===== src/rtl/digit_scan_driver.sv =====
// Scans a DIGITS-wide hex value onto a shared nibble bus with one-hot digit enables.
// Build option DIGIT_SCAN_LZ_BLANK_EN enables leading-zero suppression.
module digit_scan_driver #(
    parameter int DIGITS   = 4,
    parameter int PRESCALE = 1000,
    parameter int BLANK    = 1
) (
    input  logic                clk,
    input  logic                rst_n,
    input  logic [4*DIGITS-1:0] value_in,
    input  logic [DIGITS-1:0]   dp_in,
    input  logic                load,
    output logic [3:0]          bcd,
    output logic [DIGITS-1:0]   digit_en,
    output logic                dp,
    output logic                frame_done
);

    localparam int CW = (PRESCALE > 1) ? $clog2(PRESCALE) : 1;
    localparam int IW = (DIGITS > 1) ? $clog2(DIGITS) : 1;
    localparam logic [CW-1:0] CNT_LAST = CW'(PRESCALE - 1);
    localparam logic [IW-1:0] IDX_LAST = IW'(DIGITS - 1);

    logic [CW-1:0]       cnt;
    logic [IW-1:0]       idx;
    logic [4*DIGITS-1:0] disp_val, pend_val;
    logic [DIGITS-1:0]   disp_dp, pend_dp;
    logic                pend_vld;

    logic slot_end, wrap, show, suppress;

    // load is a one-cycle strobe with no back-pressure: it is always accepted,
    // either straight into the display (wrap cycle) or into the pending buffer.
    assign slot_end = (cnt == CNT_LAST);
    assign wrap     = slot_end && (idx == IDX_LAST);

`ifdef DIGIT_SCAN_LZ_BLANK_EN
    always_comb begin
        logic upper_zero;
        upper_zero = 1'b1;
        for (int k = 0; k < DIGITS; k++) begin
            if (k >= int'(idx) && disp_val[4*k +: 4] != 4'h0) upper_zero = 1'b0;
        end
        suppress = (idx != '0) && upper_zero;
    end
`else
    assign suppress = 1'b0;
`endif

    assign show = (int'(cnt) >= BLANK) && !suppress;

    // Output decode from registers only; no path from inputs.
    always_comb begin
        bcd      = 4'h0;
        dp       = 1'b0;
        digit_en = '0;
        for (int k = 0; k < DIGITS; k++) begin
            if (idx == IW'(k)) begin
                bcd         = disp_val[4*k +: 4];
                dp          = disp_dp[k] && !suppress;
                digit_en[k] = show;
            end
        end
    end

    always_ff @(posedge clk or negedge rst_n) begin
        if (!rst_n) begin
            cnt        <= '0;
            idx        <= '0;
            disp_val   <= '0;
            disp_dp    <= '0;
            pend_val   <= '0;
            pend_dp    <= '0;
            pend_vld   <= 1'b0;
            frame_done <= 1'b0;
        end else begin
            frame_done <= wrap;
            if (slot_end) begin
                cnt <= '0;
                idx <= wrap ? '0 : idx + IW'(1);
            end else begin
                cnt <= cnt + CW'(1);
            end
            // A load on the wrap cycle bypasses and discards any pending value.
            if (wrap) begin
                if (load) begin
                    disp_val <= value_in;
                    disp_dp  <= dp_in;
                end else if (pend_vld) begin
                    disp_val <= pend_val;
                    disp_dp  <= pend_dp;
                end
                pend_vld <= 1'b0;
            end else if (load) begin
                pend_val <= value_in;
                pend_dp  <= dp_in;
                pend_vld <= 1'b1;
            end
        end
    end

endmodule


===== config.mk =====
export PLATFORM = sky130hd
export DESIGN_NAME = digit_scan_driver
export DESIGN_NICKNAME = d
export VERILOG_FILES = /design/src/rtl/digit_scan_driver.sv
export SDC_FILE = /design/constraint.sdc
export NUM_CORES = 1
export LEC_CHECK = 0
export CORE_UTILIZATION = 35
export DETAILED_ROUTE_END_ITERATION = 16
export MAX_ROUTING_LAYER = met4
export PLACE_DENSITY_LB_ADDON = 0.1
export SYNTH_ARGS = -nofsm -noshare
export SYNTH_HDL_FRONTEND = slang
export SYNTH_SLANG_ARGS = --single-unit

===== constraint.sdc =====
create_clock -name clk -period 2.1 [get_ports clk]
set_input_delay 0.42 -clock clk [delete_from_list [all_inputs] [get_ports clk]]
set_output_delay 0.42 -clock clk [all_outputs]
set_load 0.02 [all_outputs]

==> reports/results.tsv <==
metric	value	unit
tightest_slew	0.4005	ns
utilization	47.90	%
die_x	91.55	um
cp-start-kind	flop	
hpwl	4001	um
cap_violations	0	
violations	setup timing	
hold_slack	0.07700	ns
crit_path_end_kind	output pin	
holdCritPathClass	input port to asynchronous set/reset pin	
ff2ff_setup_slack	0	ns
crit_type	flop to output pin	
design_area	3701	um2
ant_nets	0	
clkLatencyLatePin	0.31	ns
htreeDepth	2	
cp.arrival	1.74	ns
place_area	3432	um2
post-place-ws	-0.2715	ns
dp_cells	369	
root_buffer	clkbuf_8	
cts_tree	yes	
syn-num-nets	246	
synthDominantCellAreaShare	48.15	%
netlist_instances	216	
place.gp.congestion	0.7538	
ctsHoldBuffers	0	
synth.distinct_cells	42	
p_leak	1.720	nW
seqPwrFrac	56.5	%
cts_inserted_buffers	5	
clockBufferDepth	2	
yosysTopAreaCell	dfrtp_1	
final_cells	383	
syn_area	2806	um2
intPower	1.489	mW
period_share	102.8	%
irDropWorstVdd	375.9	uV
relSlewSlack	73.05	%
async_flop_share	100.0	%
fin_ws	-0.05844	ns
synthXorXnorAreaFrac	0.9362	%
fill_cells	716	
grt_antenna_before_repair	0	
grt_pass1_vias	1916	
ys_warn_count	0	
synth_top_cells_by_area	dfrtp_1, mux2_2, mux2_4	
synthSimpleGateAreaFrac	10.30	%
numPortBuffers	32	
rsz0062_at_grt	true	
synth-seq-cells	54	
synthFlopType	dfrtp_1	
dieArea	8380	um2
grt_pass1_wl	10080	um
setup_tns	-0.1506	ns
cp-startpoint	idx[1]	
swShare	23.33	%
finClkSkew	0.004598	ns
endpoint	bcd[3]	
regArea	1351	um2
hold_viol_final	0	
drt-initial-drc-count	68	
fin_crit	2.158	ns
power.total	1.942	mW
die_h	91.55	um
synth_fa_ha_area_share	3.121	%
report.final.slew_viol_count	0	
worstPathMaxFanout	11	
status	finished with violations	
critPathRequiredTime	1.68	ns
synth_mux_area_share	27.46	%
synth_compound_area_share	6.375	%
synth_top_family_by_area	multiplexers	
vias	1843	
avgSynthCellArea	12.99	um2
pwr_density_cell	524.8	nW/um2
grt-ovfl-total	0	
grt_max_degree	55	
dr.pass1.iters	4	
r2r_start	idx[1]	
post_drt_via_cell_ratio	4.812	
grt_use_total	16.15	%
cts.sinks	54	
fmax	0.4633	GHz
p_sw	0.4532	mW
drc	0	
drive_gt1_share	49.11	%
synth_sequential_area_ratio	48.15	%
clkPwrFrac	32.1	%
pwr-share-comb	11.4	%
fin_nets	310	
wl_per_cell	15.49	um
antenna_cells	0	
setup_viol	10	
drt-total-wl	5933	um
cts.clk_slew.worst_paths	0.10	ns
multi_input_area	1469	um2
placementRows	32	
io_pins	33	
worstReg2RegEnd	pend_val[14]	
synth_edf_count	0	
initial_utilization	36.32	%
syn_to_final_growth	31.88	%
worstRegToRegCells	9	
core	7727	um2
==> routing by layer <==
| layer | part of all wire [%] | track usage [%] |
|---|---|---|
| met1 | 51 | 22.98 |
| met2 | 46 | 23.56 |
| met3 | 2.5 | 2.931 |
| met4 | 0.61 | 4.365 |
| met5 | 0 | - |
==> cells in the mapped netlist (3+ instances only) <==
cell type,n
dfrtp_1,54
mux2_2,40
mux2_4,20
inv_1,9
nand2_1,8
nor2_1,8
ha_1,7
nor2b_1,6
o21ai_0,6
a221oi_1,4
and2_1,4
clkbuf_1,4
o31ai_1,4
a21oi_1,3
buf_6,3
nand3_1,3
nand4_1,3
==> cells by family (layout without fill, tap and decap cells) <==
logic type	count (synthesis)	in the layout
compound gates	23	23
xor+xnor	3	3
fa+ha+maj	7	7
buf+inv	19	84
mux	62	62
flops	54	54
simple gates	48	48
==> cells in the final DEF (no fill, tap or decap), drive strengths merged, types with 2 or more instances in the layout <==
| master | netlist | layout |
|---|---|---|
| mux2 | 60 | 60 |
| mux2i | 2 | 2 |
| o31ai | 4 | 4 |
| xor2 | 2 | 2 |
| a21oi | 3 | 3 |
| nand4 | 4 | 4 |
| a221oi | 4 | 4 |
| clkdlybuf4s50 | 0 | 22 |
| nor3 | 2 | 2 |
| nand3 | 4 | 4 |
| inv | 9 | 9 |
| ha | 7 | 7 |
| nor2b | 6 | 6 |
| dfrtp | 54 | 54 |
| nor2 | 8 | 8 |
| and2 | 4 | 4 |
| nand2 | 8 | 8 |
| o311ai | 2 | 2 |
| nor4 | 3 | 3 |
| clkbuf | 4 | 6 |
| buf | 6 | 45 |
| o21ai | 6 | 6 |
==> worst min path at each step <==
stage / to / from
2_1_floorplan: cnt[0] / rst_n
3_3_place_gp: cnt[5] / rst_n
3_5_place_dp: cnt[5] / rst_n
4_1_cts: pend_val[8] / rst_n
5_1_grt: pend_val[15] / rst_n
6_report: cnt[5] / rst_n
==> worst max-delay path, stage by stage, from the launching register on <==
cell	delay, ns
dfrtp_1	0.41
buf_4	0.14
ha_2	0.24
nor2b_1	0.16
o31ai_1	0.26
buf_2	0.22
==> sequential cells by signal, summed over array words and instances, names as in the netlist <==
register / flops
disp_val: 16
pend_vld: 1
cnt: 10
frame_done: 1
disp_dp: 4
pend_dp: 4
pend_val: 16
idx: 2
==> final cells by class <==
cell class / instances / area share (%)
clock buffers: 6 / 2.231
clock inverters: 2 / 0.3381
inverters: 9 / 0.9128
multi-input cells: 143 / 39.69
flip-flops and latches: 54 / 36.51
well taps: 102 / 3.448
repair buffers: 67 / 16.87
==> power by group through the flow <==
| stage | combinational, mW | clock, mW | sequential [mW] |
|---|---|---|---|
| 4_1_cts | 0.223 | 0.652 | 1.10 |
| 3_3_place_gp | 0.212 | 0 | 1.12 |
| 6_report | 0.222 | 0.623 | 1.10 |
| 3_5_place_dp | 0.213 | 0 | 1.12 |
| 5_1_grt | 0.242 | 0.690 | 1.10 |
| 2_1_floorplan | 0.122 | 0 | 1.11 |
==> timing repair <==
action                                  CTS  global route
endpoints found under the setup margin   35            50
cloned                                    2             0
setup buffers                             2             3
endpoints found under the hold margin     0             0
pin swaps                                 8             8
gates resized for setup                  58            28
Note: power is estimated with default switching activity, not from simulation.
